<file path="src/rtl/bananachine_pkg.sv">
// Shared constants and helpers for the Bananachine memory-side blocks.
package bananachine_pkg;

  localparam int ARB_RR    = 0;
  localparam int ARB_FIXED = 1;

  // Index width for a channel count; never narrower than one bit.
  function automatic int CH_IDX_W(input int n);
    return (n <= 1) ? 1 : $clog2(n);
  endfunction

endpackage

</file>
<file path="src/rtl/rr_arbiter.sv">
// Request vector to one-hot grant, round-robin or fixed priority,
// with the last_grant register that steers the round-robin search.
module rr_arbiter
  import bananachine_pkg::*;
#(
  parameter int NUM_CH   = 3,
  parameter int ARB_MODE = ARB_RR
) (
  input  logic                        clk,
  input  logic                        reset,
  input  logic [NUM_CH-1:0]           req,
  output logic [NUM_CH-1:0]           grant,
  output logic [CH_IDX_W(NUM_CH)-1:0] grant_idx,
  output logic                        grant_any
);

  localparam int IW = CH_IDX_W(NUM_CH);

  logic [IW-1:0] last_grant;
  logic [IW-1:0] start;
  logic [IW-1:0] cand;

  assign start = (last_grant == IW'(NUM_CH - 1)) ? '0 : last_grant + 1'b1;

  always_comb begin
    grant     = '0;
    grant_idx = '0;
    grant_any = 1'b0;
    cand      = '0;
    for (int unsigned k = 0; k < NUM_CH; k++) begin
      if (ARB_MODE == ARB_FIXED) cand = IW'(k);
      else                       cand = IW'((32'(start) + k) % 32'(NUM_CH));
      if (!grant_any && req[cand]) begin
        grant_any   = 1'b1;
        grant_idx   = cand;
        grant[cand] = 1'b1;
      end
    end
  end

  always_ff @(posedge clk or negedge reset) begin
    if (!reset)         last_grant <= IW'(NUM_CH - 1);
    else if (grant_any) last_grant <= grant_idx;
  end

endmodule

</file>
<file path="src/rtl/mem_arbiter.sv">
// Multi-channel front end for the single-port data memory: grants one
// requestor per cycle and routes load data back by a latency-matched tag pipe.
module mem_arbiter
  import bananachine_pkg::*;
#(
  parameter int WIDTH        = 16,
  parameter int ADDR_WIDTH   = 16,
  parameter int NUM_CH       = 3,
  parameter int READ_LATENCY = 1,
  parameter int ARB_MODE     = ARB_RR
) (
  input  logic                         clk,
  input  logic                         reset,
  input  logic [NUM_CH-1:0]            req_valid,
  input  logic [NUM_CH-1:0]            req_write,
  input  logic [NUM_CH*ADDR_WIDTH-1:0] req_addr,
  input  logic [NUM_CH*WIDTH-1:0]      req_wdata,
  output logic [NUM_CH-1:0]            req_ready,
  output logic [NUM_CH-1:0]            rsp_valid,
  output logic [WIDTH-1:0]             rsp_rdata,
  output logic [ADDR_WIDTH-1:0]        mem_addr,
  output logic [WIDTH-1:0]             mem_wdata,
  output logic                         mem_we,
  output logic                         mem_re,
  input  logic [WIDTH-1:0]             mem_rdata
);

  localparam int IW = CH_IDX_W(NUM_CH);

  logic [NUM_CH-1:0]       grant;
  logic [IW-1:0]           grant_idx;
  logic                    grant_any;
  logic [IW-1:0]           tag_idx [READ_LATENCY];
  logic [READ_LATENCY-1:0] tag_vld;

  rr_arbiter #(
    .NUM_CH   (NUM_CH),
    .ARB_MODE (ARB_MODE)
  ) u_arb (
    .clk       (clk),
    .reset     (reset),
    .req       (req_valid),
    .grant     (grant),
    .grant_idx (grant_idx),
    .grant_any (grant_any)
  );

  assign req_ready = grant;

  // grant_idx is zero when idle, so the address/data muxes fall back to channel 0.
  always_comb begin
    mem_addr  = req_addr[0 +: ADDR_WIDTH];
    mem_wdata = req_wdata[0 +: WIDTH];
    for (int unsigned i = 0; i < NUM_CH; i++) begin
      if (grant_idx == IW'(i)) begin
        mem_addr  = req_addr[i*ADDR_WIDTH +: ADDR_WIDTH];
        mem_wdata = req_wdata[i*WIDTH +: WIDTH];
      end
    end
  end

  assign mem_we = grant_any &  req_write[grant_idx];
  assign mem_re = grant_any & ~req_write[grant_idx];

  always_ff @(posedge clk or negedge reset) begin
    if (!reset) begin
      tag_vld <= '0;
      for (int unsigned i = 0; i < READ_LATENCY; i++) tag_idx[i] <= '0;
    end else begin
      tag_vld[0] <= mem_re;
      tag_idx[0] <= grant_idx;
      for (int unsigned i = 1; i < READ_LATENCY; i++) begin
        tag_vld[i] <= tag_vld[i-1];
        tag_idx[i] <= tag_idx[i-1];
      end
    end
  end

  always_comb begin
    rsp_valid = '0;
    for (int unsigned i = 0; i < NUM_CH; i++)
      rsp_valid[i] = tag_vld[READ_LATENCY-1] && (tag_idx[READ_LATENCY-1] == IW'(i));
  end

  assign rsp_rdata = mem_rdata;

endmodule

</file>
<file path="config.mk">
export PLATFORM = sky130hd
export DESIGN_NAME = mem_arbiter
export DESIGN_NICKNAME = d
export VERILOG_FILES = /design/src/rtl/bananachine_pkg.sv /design/src/rtl/rr_arbiter.sv /design/src/rtl/mem_arbiter.sv
export SDC_FILE = /design/constraint.sdc
export NUM_CORES = 1
export LEC_CHECK = 0
export ABC_CLOCK_PERIOD_IN_PS = 3700
export CELL_PAD_IN_SITES_DETAIL_PLACEMENT = 1
export CELL_PAD_IN_SITES_GLOBAL_PLACEMENT = 2
export CORE_UTILIZATION = 10
export DETAILED_ROUTE_END_ITERATION = 7
export PLACE_DENSITY_LB_ADDON = 0.1
export SETUP_SLACK_MARGIN = 0.02
export SYNTH_ARGS = -nofsm -noshare
export SYNTH_HDL_FRONTEND = slang
export SYNTH_SLANG_ARGS = --single-unit
</file>
<file path="constraint.sdc">
create_clock -name clk -period 3.7 [get_ports clk]
set_input_delay 0.555 -clock clk [delete_from_list [all_inputs] [get_ports clk]]
set_output_delay 0.555 -clock clk [all_outputs]
set_load 0.005 [all_outputs]
</file>
==> flow_metrics.py <==
metrics = {
    "status": {
        "outcome": "complete, no violations",
    },
    "pwr": {
        "p_per_area_nw_per_um2": 257.0,
        "intPower_uw": 451.5,
        "switchingPower_uw": 199.9,
        "irDropWorstVdd_mv": 0.09289,
        "p_clk_share_pct": 15.8,
        "seq_power_share_pct": 10.9,
        "comb_power_share_pct": 73.3,
        "sw_frac_of_total_pct": 30.69,
        "p_leak_uw": 0.001034,
    },
    "floorplan": {
        "dieArea_um2": 10850,
        "num_io_pins": 176,
        "rows": 36,
        "start_util_pct": 10.48,
        "die_x_um": 104.2,
        "die_h_um": 104.2,
        "fp.coreArea_um2": 9955,
    },
    "synthesis": {
        "postSynth.asyncResetShare_pct": 100.0,
        "ys_seq_elements": 5,
        "ys_types": 29,
        "syn_area_per_cell_um2": 8.348,
        "synth_cells": 125,
        "yosysWarnings": 0,
        "ys.flop_type": "dfrtp_1",
        "synth_top_cell_area_share_pct": 30.70,
        "synth_edf_count": 0,
        "yosysSeqAreaShare_pct": 12.11,
        "synth_fp_nets": 245,
        "yosysTopAreaCell": "a221o_1",
        "synth.top_cells.by_area": "a221o_1 31%, and3_1 19%, buf_4 12%",
        "synthTopCellsByCount": "32 x a221o_1, 32 x and3_1, 17 x buf_4",
        "synth_area_um2": 1044,
    },
    "critical_path": {
        "cp_max_fo": 7,
        "r2r_slack_ns": 1.96,
        "critPathLaunchType": "input pin",
        "cp.required_ns": 3.14,
        "crit_arrival_ns": 2.81,
        "r2r-start": "u_arb.last_grant[1]$_DFFE_PN1P_",
        "r2r-end": "tag_vld$_DFF_PN0_",
        "endpoint_kind": "output port",
        "r2r_cells": 4,
        "path_class": "input pin to output port",
    },
    "detailed_routing": {
        "wl_met3_um": 396,
        "vias_per_cell": 4.118,
        "top_layer": "met4",
        "wire_per_inst_um": 15.80,
        "drtIter0Drc": 63,
        "wl_met1_mm": 2.182,
        "drt_pass1_iterations": 4,
        "wl_met2_mm": 3.371,
        "vias": 1573,
        "drcViolationCount": 0,
        "totalWireLength_mm": 6.034,
        "final_antenna_net_count": 0,
    },
    "placement": {
        "dp_hpwl_mm": 4.774,
        "place_inst": 378,
        "dpl_cell_area_um2": 2490,
        "gp_congestion": 0.7017,
        "port-buffer-count": 143,
    },
    "clocking": {
        "htree_levels": 1,
        "cts_tree": "built",
        "cts_buffer_depth": 2,
        "cts-resized-gates": 0,
        "holdBufCountCts": 0,
        "cts-buffers-inserted": 3,
        "cts_root_buf": "clkbuf_8",
        "cts.reportedPaths.clkPinSlew_ns": 0.04,
        "insertion_delay_ns": 0.22,
        "cts_setup_buffers": 0,
        "cts.sinks": 5,
    },
    "run": {
        "maxCapViolCount": 0,
    },
    "final_layout": {
        "drive_above_1_share_pct": 6.426,
        "area_growth_pct": 142.9,
        "stdcell_area_um2": 2535,
        "antenna-diode-count": 0,
        "final_cells": 382,
        "fin_util_pct": 25.47,
        "nNetsFinal": 370,
        "nFillCells": 1164,
    },
    "timing": {
        "worst_slew_pin_slew_ns": 0.4357,
        "min_period_ns": 3.360,
        "finClkSkew_ns": 0.0006726,
        "final.setup.tns_ns": 0,
        "setup_viol": 0,
        "fmax_mhz": 297.6,
        "relSlewSlack_pct": 70.73,
        "rsz0062_at_grt": "no",
        "finalCritPeriodShare_pct": 90.81,
        "hold_viol_final": 0,
        "slew_violations": 0,
    },
    "global_routing": {
        "grt_pass1_wl_mm": 9.032,
        "antenna_found_initial": 0,
        "grt_max_degree": 40,
        "grt_pass1_vias": 1683,
        "overflow": 0,
        "grt.total_usage_pct": 10.48,
    },
    "worst_hold_path": {
        "hold_path_depth": 1,
        "min_to": "u_arb.last_grant[0]$_DFFE_PN0P_",
        "hp-start": "u_arb.last_grant[0]$_DFFE_PN0P_",
        "min-delay-path-class": "flop to flop",
    },
}
==> registers in the layout, summed over array words and instances, names as in the netlist <==
register and flops:
tag_vld 1, u_arb.last_grant 2, tag_idx 2
==> worst max-delay path, cell delays in order <==
cell and delay, ns:
clkdlybuf4s50_1 0.59, nor2b_1 0.21, a22o_1 0.31, mux2_2 0.39, o31ai_2 0.20, clkdlybuf4s50_1 0.54
==> layout by cell type (no fill, tap or decap), types with 2 or more instances in the layout <==
cell type	Yosys	routed
clkdlybuf4s50_1	0	143
o21a_1	2	2
a221o_1	32	32
nor2_1	3	3
buf_4	17	7
and3b_1	2	2
and3_1	32	32
dfrtp_1	4	4
clkbuf_8	0	3
a22o_1	2	2
==> metrics by stage <==
step / setup WS, ns / hold slack, ns / power, uW
final: 0.3400 / 0.4938 / 651.4
after global routing: 0.1896 / 0.5289 / 696.7
after CTS: 0.3101 / 0.4979 / 667.7
after detailed placement: 0.2998 / 0.4895 / 558.4
after global placement: 0.3526 / 0.4913 / 562.1
after floorplan: 1.583 / 0.2594 / 270.0
==> layout make-up <==
type	count	area (um^2)	share of cell area, %
tap	133	166.4	6.565
multi-input combinational	89	709.4	27.99
sequential	5	126.4	4.985
clock buffer	4	45.04	1.777
timing repair buffer	150	1484	58.54
inverter	1	3.754	0.1481
==> cells by family after synthesis <==
logic type	count (synthesis)	share of synthesized area [%]
flip-flops	5	12.11
AO/OA/AOI/OAI	42	39.57
AND/OR/NAND/NOR	46	27.34
multiplexers	1	1.079
buffers and inverters	31	19.90
==> power by group through the flow <==
| stage | Clock [uW] | Sequential (uW) | Combinational (uW) |
|---|---|---|---|
| detailed placement | 0 | 71.7 | 487 |
| finish | 103 | 71.1 | 478 |
| CTS | 108 | 71.1 | 489 |
| floorplan | 0 | 69.5 | 201 |
| global route | 108 | 72.5 | 516 |
| global placement | 0 | 71.9 | 490 |
==> worst max path at each step <==
| stage | start | endpoint | slack (ns) | cells after the start |
|---|---|---|---|---|
| finish | req_valid[1] | mem_re | 0.34 | 6 |
| global route | req_valid[1] | mem_re | 0.19 | 6 |
| CTS | req_valid[1] | mem_re | 0.31 | 6 |
| detailed placement | req_valid[1] | mem_re | 0.30 | 6 |
| global placement | req_valid[1] | mem_re | 0.35 | 6 |
| floorplan | req_valid[1] | mem_addr[0] | 1.58 | 5 |
==> per-layer routing <==
metal	vias up	GRT usage, %
li1	740	-
met1	743	10.38
met2	66	21.10
met3	24	2.193
met4	0	3.776
met5	-	0
(Power assumes the default switching activity.)
